$ cat src/rtl/traffic_request_arbiter_if.sv
// rtl/traffic_request_arbiter_if.sv - request/grant bundle between the phase FSM side and the arbiter
// The slave modport is the arbiter's view; master is the requester/phase-FSM view.
interface traffic_request_arbiter_if;
   logic [2:0] req;
   logic       phase_boundary;
   logic       serve_done;
   logic [2:0] grant;
   logic       grant_valid;
   logic       serving;
   logic [2:0] pending;
   logic       timeout_err;

   modport slave (
      input  req,
      input  phase_boundary,
      input  serve_done,
      output grant,
      output grant_valid,
      output serving,
      output pending,
      output timeout_err
   );

   modport master (
      output req,
      output phase_boundary,
      output serve_done,
      input  grant,
      input  grant_valid,
      input  serving,
      input  pending,
      input  timeout_err
   );
endinterface

$ cat src/rtl/traffic_request_arbiter.sv
// rtl/traffic_request_arbiter.sv - edge-latched 3-way request arbiter with aging and serve timeout
// Requests latch on rising edges, win by age first then round-robin, and are retired by serve_done or abort.
module traffic_request_arbiter #(
   parameter int MAX_WAIT      = 64,
   parameter int SERVE_TIMEOUT = 255
) (
   input  logic                       clk,
   input  logic                       reset,
   traffic_request_arbiter_if.slave   bus
);

   localparam int AW = $clog2(MAX_WAIT + 1);
   localparam int SW = $clog2(SERVE_TIMEOUT + 1);

   localparam logic [1:0] ST_IDLE  = 2'd0;
   localparam logic [1:0] ST_OFFER = 2'd1;
   localparam logic [1:0] ST_SERVE = 2'd2;

   localparam logic [AW-1:0] AGE_MAX = AW'(MAX_WAIT);
   localparam logic [AW-1:0] AGE_ONE = AW'(1);
   localparam logic [SW-1:0] SRV_LIM = SW'(SERVE_TIMEOUT);
   localparam logic [SW-1:0] SRV_ONE = SW'(1);

   logic [1:0]    state;
   logic [2:0]    grant_q;
   logic [2:0]    pending_q;
   logic [2:0]    prev_req;
   logic [1:0]    last_served;
   logic [SW-1:0] serve_cnt;
   logic          terr_q;

   logic [2:0]    rise;
   logic [2:0]    aged;
   logic [2:0]    clr;
   logic [2:0]    set_bits;
   logic [2:0]    winner;
   logic [1:0]    grant_idx;
   logic          in_serve;
   logic          timeout_hit;
   logic          finish;

   assign rise        = bus.req & ~prev_req;
   assign in_serve    = (state == ST_SERVE);
   assign timeout_hit = in_serve && (serve_cnt == SRV_LIM);
   assign finish      = in_serve && (bus.serve_done || timeout_hit);
   assign clr         = finish ? grant_q : 3'b000;
   // An edge only sets a bit that is idle or being retired this cycle, so a
   // re-edge on the granted bit mid-serve is dropped but one on the retire cycle sticks.
   assign set_bits    = rise & (~pending_q | clr);

   genvar g;
   generate
      for (g = 0; g < 3; g++) begin : g_age
         logic [AW-1:0] age;

         always_ff @(posedge clk) begin
            if (reset) begin
               age <= '0;
            end else if (clr[g] || set_bits[g]) begin
               age <= '0;
            end else if (pending_q[g] && !grant_q[g] && (age != AGE_MAX)) begin
               age <= age + AGE_ONE;
            end
         end

         assign aged[g] = pending_q[g] && (age == AGE_MAX);
      end
   endgenerate

   function automatic logic [2:0] rr_pick(input logic [2:0] p, input logic [1:0] last);
      logic [2:0] r;
      r = 3'b000;
      case (last)
         2'd0: begin
            if (p[1])      r = 3'b010;
            else if (p[2]) r = 3'b100;
            else if (p[0]) r = 3'b001;
         end
         2'd1: begin
            if (p[2])      r = 3'b100;
            else if (p[0]) r = 3'b001;
            else if (p[1]) r = 3'b010;
         end
         default: begin
            if (p[0])      r = 3'b001;
            else if (p[1]) r = 3'b010;
            else if (p[2]) r = 3'b100;
         end
      endcase
      return r;
   endfunction

   always_comb begin
      winner = 3'b000;
      if (aged[0])      winner = 3'b001;
      else if (aged[1]) winner = 3'b010;
      else if (aged[2]) winner = 3'b100;
      else              winner = rr_pick(pending_q, last_served);
   end

   always_comb begin
      grant_idx = 2'd0;
      case (grant_q)
         3'b010:  grant_idx = 2'd1;
         3'b100:  grant_idx = 2'd2;
         default: grant_idx = 2'd0;
      endcase
   end

   always_ff @(posedge clk) begin
      if (reset) begin
         state       <= ST_IDLE;
         grant_q     <= 3'b000;
         pending_q   <= 3'b000;
         prev_req    <= 3'b000;
         last_served <= 2'd2;
         serve_cnt   <= '0;
         terr_q      <= 1'b0;
      end else begin
         prev_req  <= bus.req;
         pending_q <= (pending_q & ~clr) | set_bits;
         case (state)
            ST_IDLE: begin
               if (|pending_q) begin
                  grant_q <= winner;
                  state   <= ST_OFFER;
               end
            end
            ST_OFFER: begin
               if (bus.phase_boundary) begin
                  state     <= ST_SERVE;
                  serve_cnt <= '0;
               end
            end
            ST_SERVE: begin
               if (finish) begin
                  state       <= ST_IDLE;
                  grant_q     <= 3'b000;
                  last_served <= grant_idx;
                  // A real completion in the abort cycle is not an error.
                  if (timeout_hit && !bus.serve_done) terr_q <= 1'b1;
               end else begin
                  serve_cnt <= serve_cnt + SRV_ONE;
               end
            end
            default: begin
               state   <= ST_IDLE;
               grant_q <= 3'b000;
            end
         endcase
      end
   end

   assign bus.grant       = grant_q;
   assign bus.grant_valid = (state == ST_OFFER) || (state == ST_SERVE);
   assign bus.serving     = in_serve;
   assign bus.pending     = pending_q;
   assign bus.timeout_err = terr_q;

endmodule

$ cat src/flat_wrapper.sv
// flat-port wrapper written by rule: the top's interface ports become plain ports
module traffic_request_arbiter_flat 
#(
   parameter int MAX_WAIT      = 64,
   parameter int SERVE_TIMEOUT = 255
)
  (clk, reset, bus_req, bus_phase_boundary, bus_serve_done, bus_grant, bus_grant_valid, bus_serving, bus_pending, bus_timeout_err);
  traffic_request_arbiter_if bus_i ();
  input  logic clk;
  input  logic reset;
  input wire logic [$bits(bus_i.req)-1:0] bus_req;
  input wire logic [$bits(bus_i.phase_boundary)-1:0] bus_phase_boundary;
  input wire logic [$bits(bus_i.serve_done)-1:0] bus_serve_done;
  output wire logic [$bits(bus_i.grant)-1:0] bus_grant;
  output wire logic [$bits(bus_i.grant_valid)-1:0] bus_grant_valid;
  output wire logic [$bits(bus_i.serving)-1:0] bus_serving;
  output wire logic [$bits(bus_i.pending)-1:0] bus_pending;
  output wire logic [$bits(bus_i.timeout_err)-1:0] bus_timeout_err;
  assign bus_i.req = bus_req;
  assign bus_i.phase_boundary = bus_phase_boundary;
  assign bus_i.serve_done = bus_serve_done;
  assign bus_grant = bus_i.grant;
  assign bus_grant_valid = bus_i.grant_valid;
  assign bus_serving = bus_i.serving;
  assign bus_pending = bus_i.pending;
  assign bus_timeout_err = bus_i.timeout_err;
  traffic_request_arbiter #(.MAX_WAIT(MAX_WAIT), .SERVE_TIMEOUT(SERVE_TIMEOUT)) u_core (.clk(clk), .reset(reset), .bus(bus_i));
endmodule
$ cat config.mk
export PLATFORM = sky130hd
export DESIGN_NAME = traffic_request_arbiter_flat
export DESIGN_NICKNAME = d
export VERILOG_FILES = /design/src/rtl/traffic_request_arbiter_if.sv /design/src/rtl/traffic_request_arbiter.sv /design/src/flat_wrapper.sv
export SDC_FILE = /design/constraint.sdc
export NUM_CORES = 1
export LEC_CHECK = 0
export ABC_CLOCK_PERIOD_IN_PS = 3150
export CAP_MARGIN = 20
export CELL_PAD_IN_SITES_DETAIL_PLACEMENT = 1
export CELL_PAD_IN_SITES_GLOBAL_PLACEMENT = 2
export CORE_MARGIN = 2
export CORE_UTILIZATION = 27
export CTS_BUF_LIST = sky130_fd_sc_hd__clkbuf_8
export DETAILED_ROUTE_END_ITERATION = 8
export MAX_ROUTING_LAYER = met4
export PLACE_DENSITY_LB_ADDON = 0.1
export SETUP_SLACK_MARGIN = 0.02
export SLEW_MARGIN = 20
export SYNTH_ARGS = -nofsm -noshare
export SYNTH_HDL_FRONTEND = slang
export SYNTH_SLANG_ARGS = --single-unit
$ cat constraint.sdc
create_clock -name clk -period 3.15 [get_ports clk]
set_clock_uncertainty 0.05 [all_clocks]
set_input_delay 0.63 -clock clk [delete_from_list [all_inputs] [get_ports clk]]
set_output_delay 0.63 -clock clk [all_outputs]
set_load 0.01 [all_outputs]
==> results of run 1 <==
## flip-flops by register name, indices dropped and copies added, names as in the netlist
name,flops
u_core.bus.grant,3
u_core.bus.pending,3
u_core.bus.timeout_err,1
u_core.g_age.age,21
u_core.last_served,2
u_core.prev_req,3
u_core.serve_cnt,8
u_core.state,2
## power breakdown
group	internal [uW]	switching, uW
Sequential	572	36.2
Combinational	158	202
Clock	197	196
Total	927	434
## how the worst max path moves through the flow
stage	startpoint	endpoint	slack (ns)	depth (start not counted)
after global placement	reset	u_core.serve_cnt[7]	0.79	5
after floorplan	reset	u_core.serve_cnt[7]	1.45	4
after CTS	u_core.state[0]	bus_serving	0.58	3
final	u_core.state[0]	bus_serving	0.61	3
after detailed placement	reset	u_core.serve_cnt[7]	0.74	5
after global routing	u_core.state[0]	bus_serving	0.49	3
## layout make-up
class | instances | share of cell area, %
clock buffer | 7 | 3.62
clock inverter | 1 | 0.141
inverter | 19 | 2.68
multi-input combinational | 195 | 50.1
sequential | 43 | 32.3
tap | 105 | 4.93
timing repair buffer | 17 | 6.20
## worst register-to-register path, stage by stage, from the launching register on
cell       delay [ns]
dfxtp_1          0.33
inv_1            0.08
ha_1             0.51
nor2b_1          0.30
o2111ai_1        0.29
or2_1            0.33
o32ai_1          0.22
## logic make-up after synthesis
group | after synthesis | synth area share, %
buf+inv | 25 | 4.25
compound gates | 50 | 18.2
fa+ha+maj | 10 | 5.46
flops | 43 | 37.5
mux | 5 | 2.24
simple gates | 112 | 25.4
xor+xnor | 18 | 6.87
## synthesized netlist by cell type (2+ instances only)
cell,n
xnor2_1,13
and3_1,2
nor4b_1,3
a211oi_1,2
dfxtp_1,43
nand2b_1,7
nand2_1,21
nand3_1,15
o31ai_1,2
o21ai_0,4
and2_1,2
nand3b_1,4
clkbuf_1,3
nand4_1,6
o21a_1,2
buf_2,2
xor2_1,5
nor2_1,30
mux2i_1,4
o311ai_4,3
a21oi_1,14
a31oi_1,3
ha_1,10
nor2b_1,9
a21o_1,2
nor3_1,4
or2_2,2
inv_1,18
o22ai_1,4
o32ai_1,5
## layout by cell type (no fill, tap or decap), drive strengths merged, types with 2 or more instances in the layout
master / netlist / routed
nand3b: 4 / 4
inv: 19 / 20
o21ai: 5 / 5
nand3: 15 / 15
nand2b: 7 / 7
or2: 3 / 3
nor2: 30 / 30
nor3: 4 / 4
a211oi: 2 / 2
a21oi: 15 / 15
buf: 2 / 2
ha: 10 / 10
o311ai: 4 / 4
xnor2: 13 / 13
dfxtp: 43 / 43
nor4b: 3 / 3
nand4: 7 / 7
mux2i: 4 / 4
o32ai: 5 / 5
a31oi: 3 / 3
and3: 2 / 2
o31ai: 2 / 2
nand2: 21 / 21
a21o: 2 / 2
and2: 2 / 2
o22ai: 4 / 4
xor2: 5 / 5
nor2b: 9 / 9
clkbuf: 4 / 7
o211ai: 2 / 2
clkdlybuf4s50: 0 / 15
o21a: 2 / 2
## through the flow
stage	util (%)	cells	setup WS [ns]	total power, uW
finish	32.4	387	0.608	1360
global placement	31.2	379	0.790	986
detailed placement	31.2	379	0.743	987
floorplan	-	263	1.45	863
global route	32.4	387	0.488	1460
CTS	32.4	387	0.581	1390
## metal layers
metal	vias to the layer above	GRT usage [%]	wire length [um]	share of wire [%]
met5	-	-	0	0
met4	0	3.57	51	0.91
met3	7	2.58	144	2.6
met2	18	21.2	2420	43
met1	867	18.8	2970	53
li1	955	-	-	-
==> impl_results.md, run 1 <==
- Status: finished clean
- Crit end category: primary output
- Reg2reg path depth: 6
- Post-Place Cell Area: between 2000 and 3000 um^2
- Register area share after synthesis: a little under two fifths
- RR Endpoint: u_core.serve_cnt[7]
- CP required: 2.47 ns
- Initial antenna violation count: 0
- Area of the multi-input gates: 1340 um^2
- Synth Instances: 263
- DR vias/cell: 4.77
- PostCTS Resize Cnt: 0
- Post-synth cell types: 49
- # setup viols final: 0
- Final TNS setup: 0 ns
- Buf/Inv on CP: 2
- Port Buf Inserts: 15
- Post-route cell area: approximately 2700 um^2
- WL/cell: ~14 um
- Share of post-route cells with drive strength above 1: a little under 8%
- Worst Hold Path Cells: 2
- Iter 0 DRT Violations: 46
- CTS Buffer Depth: 2
- Clock period minus worst slack: 2.54 ns
- CP Cell Sequence: inv_1 -> ha_1 -> clkdlybuf4s50_1
- Starting Density: 27.9%
- Die Y: 96.2 um
- Leakage: 0.000902 uW
- Largest net degree at the start of global routing: 16
- Final period utilization: 80.7%
- Skew-Pair Late Insertion Delay: 0.29 ns
- Gr ovfl total: 0
- Hold Crit Endpoint: u_core.bus.timeout_err
- R2R setup slack: approximately 0.96 ns
- Reg area: 861 um^2
- FP Rows: 33
- Worst Max-Slew Pin Slew: 0.728 ns
- Hold buffer count at CTS: 0
- Yosys reg bits: between 40 and 50
- Fmax: 393 MHz
- Die ar.: between 9000 and 10000 um^2
- Sink Count: 43
- Min-delay src: u_core.bus.timeout_err
- CTS root buffer: clkbuf_8
- Pwr/cell area: 511 nW/um^2
- Critical path arrival: 1.86 ns
- Top post-synthesis cells by area: dfxtp_1, ha_1, xnor2_1
- Max Fanout on Critical Path: 15
- First-pass GRT wire length: 9.70 mm
- Worst hold slack: 0.432 ns
- CTS tree: built
- Max-slew violation count: 0
- # H-tree levels: 2
- N_diodes: 0
- Synth Warn #: 0
- Maximum VDD drop: 0.000161 V
- Largest area contributor in the netlist: dfxtp_1
- CP delay by family, top: buffers and inverters
- Vias in the first global route: 1928
- Post-synthesis net count: between 200 and 300
- Synth-to-layout area growth: 16.1%
- Worst Hold Class: reg -> reg
- Asr flop ratio synth: 0%
- Worst relative slew slack: 50.8%
- Routability Congestion: 0.701
- DP Wirelength: 4.16 mm
- # fillers: 979
- Post-Syn Area: 2290 um^2
- Syn avg cell area: 8.72 um^2
- Post-Route WL: around 5.6 mm
- First drt pass iteration count: 4
- Crit path launch type: register
- CP Class: reg -> out
- Overall routing resource usage: around 14%
- Core ar.: 8220 um^2
- CP max stage cell: clkdlybuf4s50_1
- Number of synthesized flops with an enable pin: 0
- Final nets: 298
- Die Wd: 96.2 um
- Clk slew on worst S/H paths: 0.08 ns
- DR DRC count: 0
- Hold Violations, Final: 0
- CTS Buf Count: 5
- Top cell type's share of synthesized area: 37.5%
- Via count: 1847
- I/O Pins: 16
- Main synth FF type: dfxtp_1
- Max incr delay on CP: 0.65 ns
- Max Cap Viol: 0
- Antenna viol nets, final: 0
- RSZ-0062 raised after global routing: no
- Post-CTS Setup Bufs: 0
- RR Startpoint: u_core.state[0]
Note: power is estimated with default switching activity, not from simulation.
==> run 2: changes to the inputs <==
Settings changed: ABC_CLOCK_PERIOD_IN_PS 3150 to 2660.
Clock period 3.15 ns to 2.66 ns, I/O delays scaled along.
==> run 2 against run 1 <==
Effect of this change:
- final cell count grew 0.26%
- highest routed layer unchanged
- critical path depth unchanged
- die area stayed put
- largest power group unchanged
- combinational power rose by 19%
- clock power rose by 19%
- non-clock buffer count is 1 higher
- wire length is 3.2% lower
- utilization rose by 0.091 points
==> impl_results.md, run 2 (synthesized netlist as in run 1, its figures left out) <==
- Die Y: 96.2 um
- CP Launch Point: u_core.state[0]
- Via count: 1842
- RR Startpoint: u_core.state[0]
- WL/cell: approximately 14 um
- Commonest non-fill, non-tap cells in the layout: dfxtp_1, nor2_1, nand2_1
- Total Power: 1610 uW
- Critical path arrival: 1.88 ns
- Overall routing resource usage: 13.8%
- Pwr/cell area: 604 nW/um^2
- PostCTS Resize Cnt: 0
- Skew-Pair Late Insertion Delay: roughly 0.29 ns
- Largest net degree at the start of global routing: 16
- Sink Count: 43
- DP Wirelength: between 4 and 5 mm
- FP Rows: 33
- CTS Buffer Depth: 2
- Biggest regs: u_core.g_age.age (21), u_core.serve_cnt (8)
- Synth-to-layout area growth: 16.5%
- # setup viols final: 0
- Crit end category: primary output
- CP Cell Sequence: inv_1 -> ha_1 -> clkdlybuf4s50_1
- Worst relative slew slack: 54.2%
- Routability Congestion: 0.723
- Post-CTS Setup Bufs: 0
- CTS root buffer: clkbuf_8
- Crit path launch type: register
- Final period utilization: 92.4%
- Leakage: 0.000907 uW
- CP max stage cell: clkdlybuf4s50_1
- Clk slew on worst S/H paths: ~0.090 ns
- Starting Density: 27.9%
- Share of post-route cells with drive strength above 1: 8.13%
- # H-tree levels: 2
- Largest register FFs: 21
- Max Fanout on Critical Path: 15
- First-pass GRT wire length: 9.58 mm
- Min-delay src: u_core.bus.timeout_err
- CTS tree: built
- Maximum VDD drop: 0.000188 V
- Fmax: 407 MHz
- Post-Route WL: 5.41 mm
- RSZ-0062 raised after global routing: no
- Worst Hold Class: reg -> reg
- DR vias/cell: 4.75
- Iter 0 DRT Violations: 22
- Clock period minus worst slack: 2.46 ns
- Initial antenna violation count: 0
- Port Buf Inserts: 15
- Most common cell after layout, fill and taps aside: dfxtp_1
- Antenna viol nets, final: 0
- Final TNS setup: 0 ns
- Hold Violations, Final: 0
- CP Class: reg -> out
- I/O Pins: 16
- DR DRC count: 0
- CTS Buf Count: 5
- First drt pass iteration count: 4
- Hold buffer count at CTS: 0
- Core ar.: 8220 um^2
- Die ar.: between 9000 and 10000 um^2
- Worst Max-Slew Pin Slew: 0.677 ns
- Vias in the first global route: between 1.5k and 2k
- Die Wd: approximately 96 um
- Final nets: 299
- CP required: 2.08 ns
- Max incr delay on CP: 0.65 ns
- Biggest register: u_core.g_age.age
- N_diodes: 0
- Status: finished clean
- Max-slew violation count: 0
- Gr ovfl total: 0
- Max Cap Viol: 0
run 2: cell count changes in the layout (fill, tap and decap cells not counted):
cell | previous run | this run
buf_4 | 2 | 3
run 2: final timing paths:
kind | to | slack [ns] | depth (start not counted)
worst max-delay path | bus_serving | 0.20 | 3
worst max register to register | u_core.serve_cnt[7] | 0.44 | 6
worst min-delay path | u_core.bus.timeout_err | 0.44 | 2
worst min register to register | u_core.bus.timeout_err | 0.44 | 2
run 2: power breakdown:
| part | internal [uW] | switching [uW] | leakage (uW) |
|---|---|---|---|
| registers | 678 | 39.2 | 0.000349 |
| clock network | 234 | 233 | 0.0000557 |
| logic | 189 | 241 | 0.000502 |
run 2: area by class of cell:
cell class | count | area (um^2)
clock buffers | 7 | 96.3
clock inverters | 1 | 3.75
fillers | 984 | 5550
inverters | 19 | 71.3
multi-input cells | 195 | 1340
flip-flops and latches | 43 | 861
well taps | 105 | 131
repair buffers | 18 | 173
run 2: routing by layer:
layer,vias up,global-route usage [%],part of all wire (%)
met2,18,21.7,44
met3,5,2.90,2.8
li1,961,-,-
met4,0,3.93,1.0
met5,-,-,0
met1,858,17.8,52
run 2: stage by stage:
stage                     hold WS (ns)  setup slack (ns)  area, um^2  utilization (%)  instances
final                            0.437             0.202        2670             32.5        388
after CTS                        0.447             0.177        2670             32.5        388
after global routing             0.478            0.0841        2670             32.5        388
after detailed placement         0.426             0.362        2570             31.3        380
after floorplan                  0.405             0.962        2290                -        263
after global placement           0.422             0.402        2570             31.3        380
run 2: critical path, delay by kind of cell, from the launching register on:
family	cells	cell delay [ns]
flops	1	0.33
buf+inv	2	0.74
fa+ha+maj	1	0.52
==> run 3: changes to the inputs <==
Settings changed: SETUP_SLACK_MARGIN 0.02 to 0.1.
==> run 3 against run 2 <==
Effect of this change:
- fmax increased by 8.1%
- first-iteration DRC count stayed put
- highest routed layer unchanged
- die area is the same
- final cell count stayed put
- combinational power barely moved
- setup slack improved by 0.18 ns
- critical path depth unchanged
- wire length is essentially flat
- sequential share of layout area about the same
- via count stayed put
==> impl_results.md, run 3 (synthesized netlist as in run 1, its figures left out) <==
- Status: finished clean
- Max-slew violation count: 0
- Crit path launch type: register
- Vias in the first global route: 1952
- First drt pass iteration count: 4
- I/O Pins: 16
- CP required: 2.08 ns
- DP Wirelength: between 4 and 5 mm
- Reg area: ~860 um^2
- Routability Congestion: 0.723
- # H-tree levels: 2
- CTS tree: built
- Largest net degree at the start of global routing: 16
- Pwr/cell area: 604 nW/um^2
- DR vias/cell: 4.75
- CTS Buffer Depth: 2
- PostCTS Resize Cnt: 0
- Via count: 1842
- Maximum VDD drop: between 0.00015 and 0.0002 V
- Gr ovfl total: 0
- Skew-Pair Late Insertion Delay: 0.29 ns
- Largest register FFs: 21
- Biggest regs: u_core.g_age.age (21), u_core.serve_cnt (8)
- Die Wd: 96.2 um
- Hold buffer count at CTS: 0
- Post-Route WL: 5.41 mm
- Hold Violations, Final: 0
- First-pass GRT wire length: 9.58 mm
- Commonest non-fill, non-tap cells in the layout: dfxtp_1, nor2_1, nand2_1
- Fmax: 440 MHz
- Antenna viol nets, final: 0
- R2R setup slack: 0.60 ns
- Max Cap Viol: 0
- Die Y: 96.2 um
- Max incr delay on CP: 0.60 ns
- Worst Hold Path Cells: 2
- DR DRC count: 0
- Worst Hold Class: reg -> reg
- Overall routing resource usage: 13.8%
- Clock period minus worst slack: 2.27 ns
- Worst relative slew slack: 54.2%
- Leakage: between 0.0009 and 0.001 uW
- WL/cell: between 10 and 15 um
- # fillers: just under 1k
- Reg2reg path depth: 6
- Final TNS setup: 0 ns
- Die ar.: 9250 um^2
- # setup viols final: 0
- Min-delay src: u_core.bus.timeout_err
- RR Startpoint: u_core.state[0]
- Sink Count: 43
- Iter 0 DRT Violations: 22
- Hold Crit Endpoint: u_core.bus.timeout_err
- CP Cell Sequence: inv_1 -> ha_2 -> clkdlybuf4s50_1
- Final period utilization: approximately 85%
- Final nets: between 200 and 300
- Port Buf Inserts: 15
- CP max stage cell: clkdlybuf4s50_1
- Post-Place Cell Area: around 2600 um^2
- Starting Density: ~28%
- Post-CTS Setup Bufs: 0
- Clk slew on worst S/H paths: 0.09 ns
- Critical path arrival: 1.69 ns
- Post-route cell area: 2670 um^2
- Area of the multi-input gates: between 1000 and 1500 um^2
- FP Rows: 33
- RR Endpoint: u_core.serve_cnt[7]
- CTS root buffer: clkbuf_8
- Max Fanout on Critical Path: 15
- Share of post-route cells with drive strength above 1: approximately 8.5%
- Worst Max-Slew Pin Slew: approximately 0.68 ns
- Core ar.: approximately 8000 um^2
- Biggest register: u_core.g_age.age
- Synth-to-layout area growth: 16.6%
- Fin util: 32.5%
- CTS Buf Count: 5
- Most common cell after layout, fill and taps aside: dfxtp_1
- Crit end category: primary output
- RSZ-0062 raised after global routing: no
- N_diodes: 0
- CP Class: reg -> out
- Initial antenna violation count: 0
[run 3: cell counts in the layout (fill, tap and decap cells not counted)]
Identical to the previous run, type by type.
[run 3: how the worst max path moves through the flow]
stage	from	to	slack, ns	depth (start not counted)
2_1_floorplan	u_core.state[0]	u_core.serve_cnt[6]	0.96	6
3_3_place_gp	bus_serve_done	u_core.serve_cnt[7]	0.40	5
3_5_place_dp	bus_serve_done	u_core.serve_cnt[7]	0.36	5
4_1_cts	u_core.state[0]	bus_serving	0.18	3
5_1_grt	u_core.state[0]	bus_serving	0.30	3
6_report	u_core.state[0]	bus_serving	0.39	3
[run 3: final cells by class]
type	instances	share of cell area (%)
multi-input cells	195	50.0
flip-flops and latches	43	32.2
repair buffers	18	6.46
well taps	105	4.91
clock buffers	7	3.60
inverters	19	2.67
clock inverters	1	0.140
[run 3: worst max-delay path, delay by kind of cell, from the launching register on]
kind | cells | cell delay (ns)
buffers and inverters | 2 | 0.69
DFF | 1 | 0.33
adders and majority gates | 1 | 0.37
[run 3: stage by stage]
| step | setup WS [ns] | power [uW] | cells | hold WS (ns) |
|---|---|---|---|---|
| 5_1_grt | 0.300 | 1720 | 388 | 0.478 |
| 3_5_place_dp | 0.362 | 1170 | 380 | 0.426 |
| 6_report | 0.386 | 1620 | 388 | 0.437 |
| 2_1_floorplan | 0.962 | 1020 | 263 | 0.405 |
| 4_1_cts | 0.177 | 1650 | 388 | 0.447 |
| 3_3_place_gp | 0.402 | 1170 | 380 | 0.422 |
[run 3: power breakdown]
part / internal (uW) / switching [uW] / leakage (uW)
clock: 234 / 233 / 0.0000557
combinational: 190 / 241 / 0.000500
sequential: 678 / 39.4 / 0.000349
[run 3: layer usage]
metal | vias to the layer above | global-route usage (%) | routed length [um]
li1 | 961 | - | -
met5 | - | - | 0
met2 | 18 | 21.7 | 2400
met4 | 0 | 3.93 | 54
met3 | 5 | 2.90 | 150
met1 | 858 | 17.8 | 2800
